`config.mk`:
```
export PLATFORM = sky130hd
export DESIGN_NAME = hilo_muldiv_unit
export DESIGN_NICKNAME = d
export VERILOG_FILES = /design/src/rtl/hilo_muldiv_unit.sv
export SDC_FILE = /design/constraint.sdc
export NUM_CORES = 1
export LEC_CHECK = 0
export ABC_AREA = 1
export BUFFER_PORTS_ARGS = -buffer_cell sky130_fd_sc_hd__buf_2
export CAP_MARGIN = 10
export CORE_ASPECT_RATIO = 2
export CORE_MARGIN = 5
export CORE_UTILIZATION = 50
export DETAILED_ROUTE_END_ITERATION = 10
export PLACE_DENSITY_LB_ADDON = 0.05
export SLEW_MARGIN = 0
export SYNTH_ARGS = -nofsm -noshare
export SYNTH_HDL_FRONTEND = slang
export SYNTH_SLANG_ARGS = --single-unit
```
`constraint.sdc`:
```
create_clock -name clk -period 2.6 [get_ports clk]
set_input_delay 0.39 -clock clk [delete_from_list [all_inputs] [get_ports clk]]
set_output_delay 0.39 -clock clk [all_outputs]
set_load 0.03 [all_outputs]
```
`src/rtl/hilo_muldiv_unit.sv`:
```
// hilo_muldiv_unit: iterative signed MULT/DIV engine owning the HI/LO pair.
// One multiplier or quotient bit is resolved per cycle on operand magnitudes.
// The sign correction is applied in a final FIX cycle, and the read port
// serves MFHI/MFLO. While a result is pending, stall holds the pipeline
// against reads of HI/LO and against a new start request.
//
// state | meaning
// IDLE  | no operation in flight, HI/LO stable, start requests accepted
// MUL   | shift-add, one multiplier bit per cycle for WIDTH cycles
// DIV   | restoring shift-subtract, one quotient bit per cycle for WIDTH cycles
// FIX   | apply result signs, write HI/LO at the end of the cycle
module hilo_muldiv_unit #(
    parameter int WIDTH = 32
) (
    input  logic             clk,
    input  logic             reset,
    input  logic             hlwrite,
    input  logic             multordiv,
    input  logic [WIDTH-1:0] srca,
    input  logic [WIDTH-1:0] srcb,
    input  logic [1:0]       mvhl,
    output logic [WIDTH-1:0] hlout,
    output logic             busy,
    output logic             stall
);

    localparam int CW = $clog2(WIDTH + 1);

    typedef enum logic [1:0] {IDLE, MUL, DIV, FIX} state_t;

    state_t state, state_nxt;

    logic [CW-1:0]      count;
    logic [WIDTH-1:0]   hi, lo;
    logic [WIDTH-1:0]   op_a, mag_b;
    logic               op_mul, neg_res, neg_rem, div_zero;
    logic [2*WIDTH-1:0] prod;
    logic [WIDTH-1:0]   quo, rem;

    logic [WIDTH-1:0]   mag_srca, mag_srcb;
    logic               last_iter;
    logic [WIDTH:0]     mul_sum;
    logic [WIDTH:0]     rem_shift, div_diff;
    logic               div_ok;
    logic [2*WIDTH-1:0] prod_fix;
    logic [WIDTH-1:0]   quo_fix, rem_fix;

    // Operand magnitudes; the most negative value maps onto itself, which is
    // still correct when the bits are read as unsigned.
    always_comb begin
        mag_srca  = srca[WIDTH-1] ? -srca : srca;
        mag_srcb  = srcb[WIDTH-1] ? -srcb : srcb;
        last_iter = (count == CW'(WIDTH - 1));
        // Upper half plus multiplicand, keeping the carry for the right shift.
        mul_sum   = {1'b0, prod[2*WIDTH-1:WIDTH]} + (prod[0] ? {1'b0, mag_b} : '0);
        // Partial remainder carries one extra bit so the borrow is visible.
        rem_shift = {rem, quo[WIDTH-1]};
        div_diff  = rem_shift - {1'b0, mag_b};
        div_ok    = ~div_diff[WIDTH];
        prod_fix  = neg_res ? -prod : prod;
        quo_fix   = neg_res ? -quo : quo;
        rem_fix   = neg_rem ? -rem : rem;
    end

    // State register.
    always_ff @(posedge clk or negedge reset) begin
        if (!reset) state <= IDLE;
        else        state <= state_nxt;
    end

    // Next-state decode; a zero divisor skips the iterations entirely.
    always_comb begin
        state_nxt = state;
        case (state)
            IDLE: if (hlwrite) begin
                if (multordiv)         state_nxt = MUL;
                else if (srcb == '0)   state_nxt = FIX;
                else                   state_nxt = DIV;
            end
            MUL:  if (last_iter) state_nxt = FIX;
            DIV:  if (last_iter) state_nxt = FIX;
            FIX:  state_nxt = IDLE;
            default: state_nxt = IDLE;
        endcase
    end

    // Outputs: busy/stall from state, read mux from the registered HI/LO.
    always_comb begin
        busy  = (state != IDLE);
        stall = busy & ((mvhl == 2'b01) | (mvhl == 2'b10) | hlwrite);
        case (mvhl)
            2'b01:   hlout = lo;
            2'b10:   hlout = hi;
            default: hlout = '0;
        endcase
    end

    // Datapath: operand capture, iteration steps and the final HI/LO write.
    always_ff @(posedge clk or negedge reset) begin
        if (!reset) begin
            count    <= '0;
            hi       <= '0;
            lo       <= '0;
            op_a     <= '0;
            mag_b    <= '0;
            op_mul   <= 1'b0;
            neg_res  <= 1'b0;
            neg_rem  <= 1'b0;
            div_zero <= 1'b0;
            prod     <= '0;
            quo      <= '0;
            rem      <= '0;
        end else begin
            case (state)
                IDLE: if (hlwrite) begin
                    count    <= '0;
                    op_a     <= srca;
                    mag_b    <= mag_srcb;
                    op_mul   <= multordiv;
                    neg_res  <= srca[WIDTH-1] ^ srcb[WIDTH-1];
                    neg_rem  <= srca[WIDTH-1];
                    div_zero <= (srcb == '0);
                    prod     <= {{WIDTH{1'b0}}, mag_srca};
                    quo      <= mag_srca;
                    rem      <= '0;
                end
                MUL: begin
                    prod  <= {mul_sum, prod[WIDTH-1:1]};
                    count <= count + CW'(1);
                end
                DIV: begin
                    rem   <= div_ok ? div_diff[WIDTH-1:0] : rem_shift[WIDTH-1:0];
                    quo   <= {quo[WIDTH-2:0], div_ok};
                    count <= count + CW'(1);
                end
                FIX: begin
                    if (op_mul) begin
                        hi <= prod_fix[2*WIDTH-1:WIDTH];
                        lo <= prod_fix[WIDTH-1:0];
                    end else if (div_zero) begin
                        hi <= op_a;
                        lo <= '1;
                    end else begin
                        hi <= rem_fix;
                        lo <= quo_fix;
                    end
                end
                default: ;
            endcase
        end
    end

endmodule
```
Word level (Yosys, flattened, before mapping)
Cells that the tools add are included.

Logic and storage cells: 71. Register bits: 268. Bits of input ports: 70.

Equal/unequal tests: 8. Bitwise logic cells: 5. Multiplexer cells: 25. $add $sub $neg: 8. Reductions and logical operators: 12.

Operator list (number): 2-to-1 mux 32 bit (12); case mux 32 bit (2 select lines) (3); 2-to-1 mux 64 bit (2); negation 32 bit (4); case mux 64 bit (2 select lines) (1); negation 64 bit (1); adder 32 x 32 -> 33 bit (1); subtractor 33 x 32 -> 33 bit (1); logical NOT 32 bit (1); case mux 6 bit (2 select lines) (1); AND reduction 2 bit (5); nonzero test 2 bit (4); adder 6 x 1 -> 6 bit, second input constant (1); == test 2 bit, second input constant (3); == test 6 x 5 -> 1 bit, second input constant (1); 2-to-1 mux 2 bit (3); 2-to-1 mux 6 bit (1); case mux 2 bit (3 select lines) (1); == test 2 x 1 -> 1 bit, second input constant (2); logical NOT 2 bit (1); != test 2 x 1 -> 1 bit, second input constant (1); != test 2 bit, second input constant (1); bitwise OR 1 bit (2); OR reduction 2 bit (1); 4 further kinds (4).

Logic depth before layout (Yosys ltp)
Word-level depth: 5. Gate-level depth with buffers: 18.

Least setup slack after synthesis
OpenSTA, ideal clock, no wires.

Path type: register to register. Start: reg prod[0]. End: reg prod[61]. Period minus slack after synthesis: 2.468 ns. Data required time: 2.482 ns. Buffers on the path: 2. Library setup time: 0.118 ns. Stages on the path, launching flop included: 16. Data arrival time: 2.350 ns. Slack: 0.132 ns. Path through: dfrtp_1 -> buf_2 -> clkbuf_1 -> nand2_1 -> inv_1 -> ha_1 -> inv_1 -> fa_1 -> nor3_1 -> nor2_1 -> o21ai_0 -> nand3_1 -> nand2_1 -> nand2_1 -> nand3_1 -> nand2_1.

Cells in the longest elaborated chain, start to end: 3.

Ends and longest elaborated chain: start, declared (line 37) `logic [2*WIDTH-1:0] prod;`; start signal, assigned (line 123) `prod <= {{WIDTH{1'b0}}, mag_srca};`; start signal, assigned (line 128) `prod <= {mul_sum, prod[WIDTH-1:1]};`; 2-to-1 mux 32 bit (line 55) `mul_sum = {1'b0, prod[2*WIDTH-1:WIDTH]} + (prod[0] ? {1'b0, mag_b} : '0);`; adder 32 x 32 -> 33 bit (line 55); case mux 64 bit (2 select lines) (line 114) `case (state)`.

Every way passes these cells. A chain may end at the register's enable or synchronous reset.

Worst setup path after layout
Start: reg mag_b[15]. End: reg rem[19].

Cells in the longest elaborated chain, start to end: 3.

Ends and longest elaborated chain: start, declared (line 35) `logic [WIDTH-1:0] op_a, mag_b;`; start signal, assigned (line 118) `mag_b <= mag_srcb;`; subtractor 33 x 32 -> 33 bit (line 58) `div_diff = rem_shift - {1'b0, mag_b};`; 2-to-1 mux 32 bit (line 132) `rem <= div_ok ? div_diff[WIDTH-1:0] : rem_shift[WIDTH-1:0];`; case mux 32 bit (2 select lines) (line 114); end signal, assigned (line 132); end, declared (line 38) `logic [WIDTH-1:0] quo, rem;`.

Every way passes these cells.

==> run summary <==
CTS Buf Count = 28
Max cap viols = 0
Clock Skew = 9.68 ps
Crit path arrival time = 3010 ps
Final Hold Vio Count = 0
Post-synthesis cell count = 3,842
Vias in the first global route = 26,600
Clock latency at the later pin of the worst-skew pair = 580 ps
Critical-path maximum fanout = 4
Die footprint = 51,000 um^2
Number of synthesized flops with an enable pin = 0
Crit Path Class = reg2reg
Highest cell delay on the worst timing path = 400 ps
Syn nets = 3,990
Worst-path cell chain = inv_1 > ha_1 > nand2_1 > nor2_1 > inv_1 > nor2_1 > nand4_1 > nand3_1 > nand2_1 > nand2_1 > nand2_1 > nand3_1 > nand2_1
Global-route wire length before repair = 160 mm
Avg Cell Area, Syn = 6.04 um^2
Fmax = 394 MHz
Ports = 104
Syn-to-layout area delta = 13.7%
Sequential-to-total area share from yosys stat = 0.288
VDD IR max = 834 uV
GRT overflow = 0
Period utilization = 0.977
Total GRT Usage = 0.416
Share of cells above drive strength 1 = 0.106
Vias per cell = 5.96
Setup violations, final = 0
Pwr/cell area = 1530 nW/um^2
Flops & latches, synth = 267
Setup Fix Bufs, Post-CTS = 0
Slew Limit Fails = 0
IO buf count = 103
Pre-CTS WS = 15.7 ps
Largest net degree at the start of global routing = 89
Clk Tree Root Cell = clkbuf_16
DIE WIDTH = 162 um
Routed WL = 109 mm
Number of fillers in the final layout = 4,701
TritonCTS clock tree = built
Worst rel slew slack = 0.0841
DR vias = 27,500
Min-Delay Path Class = in2reg
GPL Wtd Cong = 1.06
Antenna-violating nets left = 0
Lkg Pwr = 13.7 nW
Yosys warns = 0
Predominant post-synthesis flop cell = dfrtp_1
Asr flop ratio synth = 1.00
Minimum clock period = 2540 ps
Core area = 45,800 um^2
Worst Setup Start Kind = flip-flop
Req. time, crit path = 3070 ps
Post-DP HPWL = 85.6 mm
Critical path's most frequent cell = nand2_1
CTS clock-pin slew for the worst setup and hold paths = 70 ps
Setup ws final = 60.1 ps
Antenna violations before repair = 9
Count of unique library cells instantiated by Yosys = 51
RSZ-0062 raised after global routing = false
# clock sinks = 267
Post-Synthesis Cell Area = 23,200 um^2
Num rows = 111
Final nets = 4,159
Clk buf depth = 3
Status = finished clean
Initial detailed-routing violation count = 2,913
Detailed Routing Iterations Pass 1 = 7
DR DRC count = 0
Setup tns final = 0 ps
Least-Margin Pin Slew = 1360 ps
H-tree lvl count = 1
Worst path slowest cell = ha_1
Routed WL per cell = 23.6 um
CP endpoint kind = flip-flop
Initial Utilization = 0.506
Die Span Y = 315 um
-- cells by family (layout without fill, tap and decap cells) --
| kind of cell | count (synthesis) | in the layout | synth area share |
|---|---|---|---|
| AND/OR/NAND/NOR | 2189 | 2190 | 0.393 |
| adder cells (fa/ha/maj) | 78 | 78 | 0.0427 |
| AO/OA/AOI/OAI | 641 | 641 | 0.148 |
| flip-flops | 267 | 267 | 0.288 |
| other | 0 | 7 | 0 |
| XOR/XNOR | 76 | 76 | 0.0287 |
| buffers and inverters | 591 | 781 | 0.0998 |
-- routing by layer --
| metal | vias to the layer above | track usage | wire (um) |
|---|---|---|---|
| met3 | 580 | 0.0815 | 8070 |
| met2 | 1585 | 0.696 | 51500 |
| met4 | 8 | 0.455 | 15300 |
| li1 | 12700 | - | - |
| met1 | 12600 | 0.402 | 33900 |
| met5 | - | 0 | 47 |
-- power by group --
group	leakage (nW)	switching, mW	internal (mW)
Sequential	3.27	2.18	6.18
Clock	0.445	1.89	2.33
Combinational	10.0	19.2	8.60
-- cell type report --
type | instances | area (um^2) | share of cell area
inverters | 456 | 1710 | 0.0649
repair buffers | 273 | 1950 | 0.0741
well taps | 565 | 707 | 0.0268
flip-flops and latches | 267 | 6690 | 0.253
clock buffers | 40 | 797 | 0.0302
multi-input cells | 2985 | 14400 | 0.545
clock inverters | 12 | 118 | 0.00446
diodes | 7 | 17.5 | 0.000664
-- final timing paths --
check / end / startpoint / cells after the start / slack, ps
worst max-delay path: rem[19] / mag_b[15] / 13 / 60
worst min-delay path: mag_b[26] / srcb[26] / 4 / 110
worst max register to register: rem[19] / mag_b[15] / 13 / 60
worst min register to register: lo[0] / lo[0] / 2 / 480
max in group asynchronous: op_mul / reset / 3 / 1540
min in group asynchronous: lo[24] / reset / 2 / 230
-- critical path, delay by kind of cell, from the launching register on --
kind                     cells  cell delay [ps]
AND/OR/NAND/NOR             10             1450
adder cells (fa/ha/maj)      1              400
flip-flops                   1              380
buffers and inverters        2              200
-- per-stage QoR --
step	total power, mW	utilization	cells	area [um^2]	hold slack [ps]
6_report	40.4	0.575	4605	26400	113
5_1_grt	43.0	0.575	4598	26400	123
4_1_cts	39.0	0.572	4598	26200	98.8
3_5_place_dp	34.6	0.551	4544	25300	239
3_3_place_gp	34.2	0.551	4544	25300	239
2_1_floorplan	24.8	-	3842	23200	94.4
-- timing repair --
| item | CTS | global route |
|---|---|---|
| resized for setup | 1 | 40 |
| endpoints found under the hold margin | 93 | 0 |
| hold buffers | 1 | 0 |
| gates cloned | 1 | 0 |
| pin swaps | 0 | 2 |
| setup endpoints to repair | 2 | 66 |
-- placed cells by master, fill, tap and decap left out, types with 8 or more instances in the layout --
master     Yosys  final
clkbuf_1      87      8
buf_12         2     12
dfrtp_1      267    264
inv_1        448    446
a31oi_1       19     19
nor2_1       436    430
xnor2_1       21     21
nand2_1     1262   1259
ha_1          76     71
clkbuf_16      0     29
o21ai_0      277    273
and2_1         9      9
a21oi_1      254    250
nand4_1       62     62
o21ai_1       13     15
o211ai_1      26     26
a21o_1         9      9
nor2_2        14     19
buf_2         24    102
nand3_1      307    298
nor3_1        29     26
nand2_2       32     33
nand3b_1      13     13
o22ai_1       21     21
nand3_2        3     11
buf_4          1    157
xor2_1        55     55
-- sequential cells by signal (all words and copies together) (netlist names) --
name,cells
prod,64
quo,32
count,6
hi,32
mag_b,32
div_zero,1
state,2
neg_res,1
op_mul,1
op_a,32
rem,32
lo,32
-- cell usage after synthesis, drive strengths merged, types with 3 or more instances --
cell type  instances  area [um^2]
nand2           1300         5010
inv              452         1700
nor2             452         1750
nand3            310         1570
o21ai            294         1490
dfrtp            267         6680
a21oi            257         1310
clkbuf            87          327
ha                76          951
nand4             62          388
xor2              55          482
buf               48          277
nor3              30          155
o211ai            26          195
o22ai             21          131
xnor2             21          184
a31oi             19          119
nand3b            13         97.6
a21o               9         67.6
and2               9         56.3
or2                5         31.3
and3               4         25.0
clkinv             4         15.0
o21bai             4         30.0
nor4               3         18.8
o31ai              3         22.5
No activity file was read; power rests on OpenSTA's default activity.
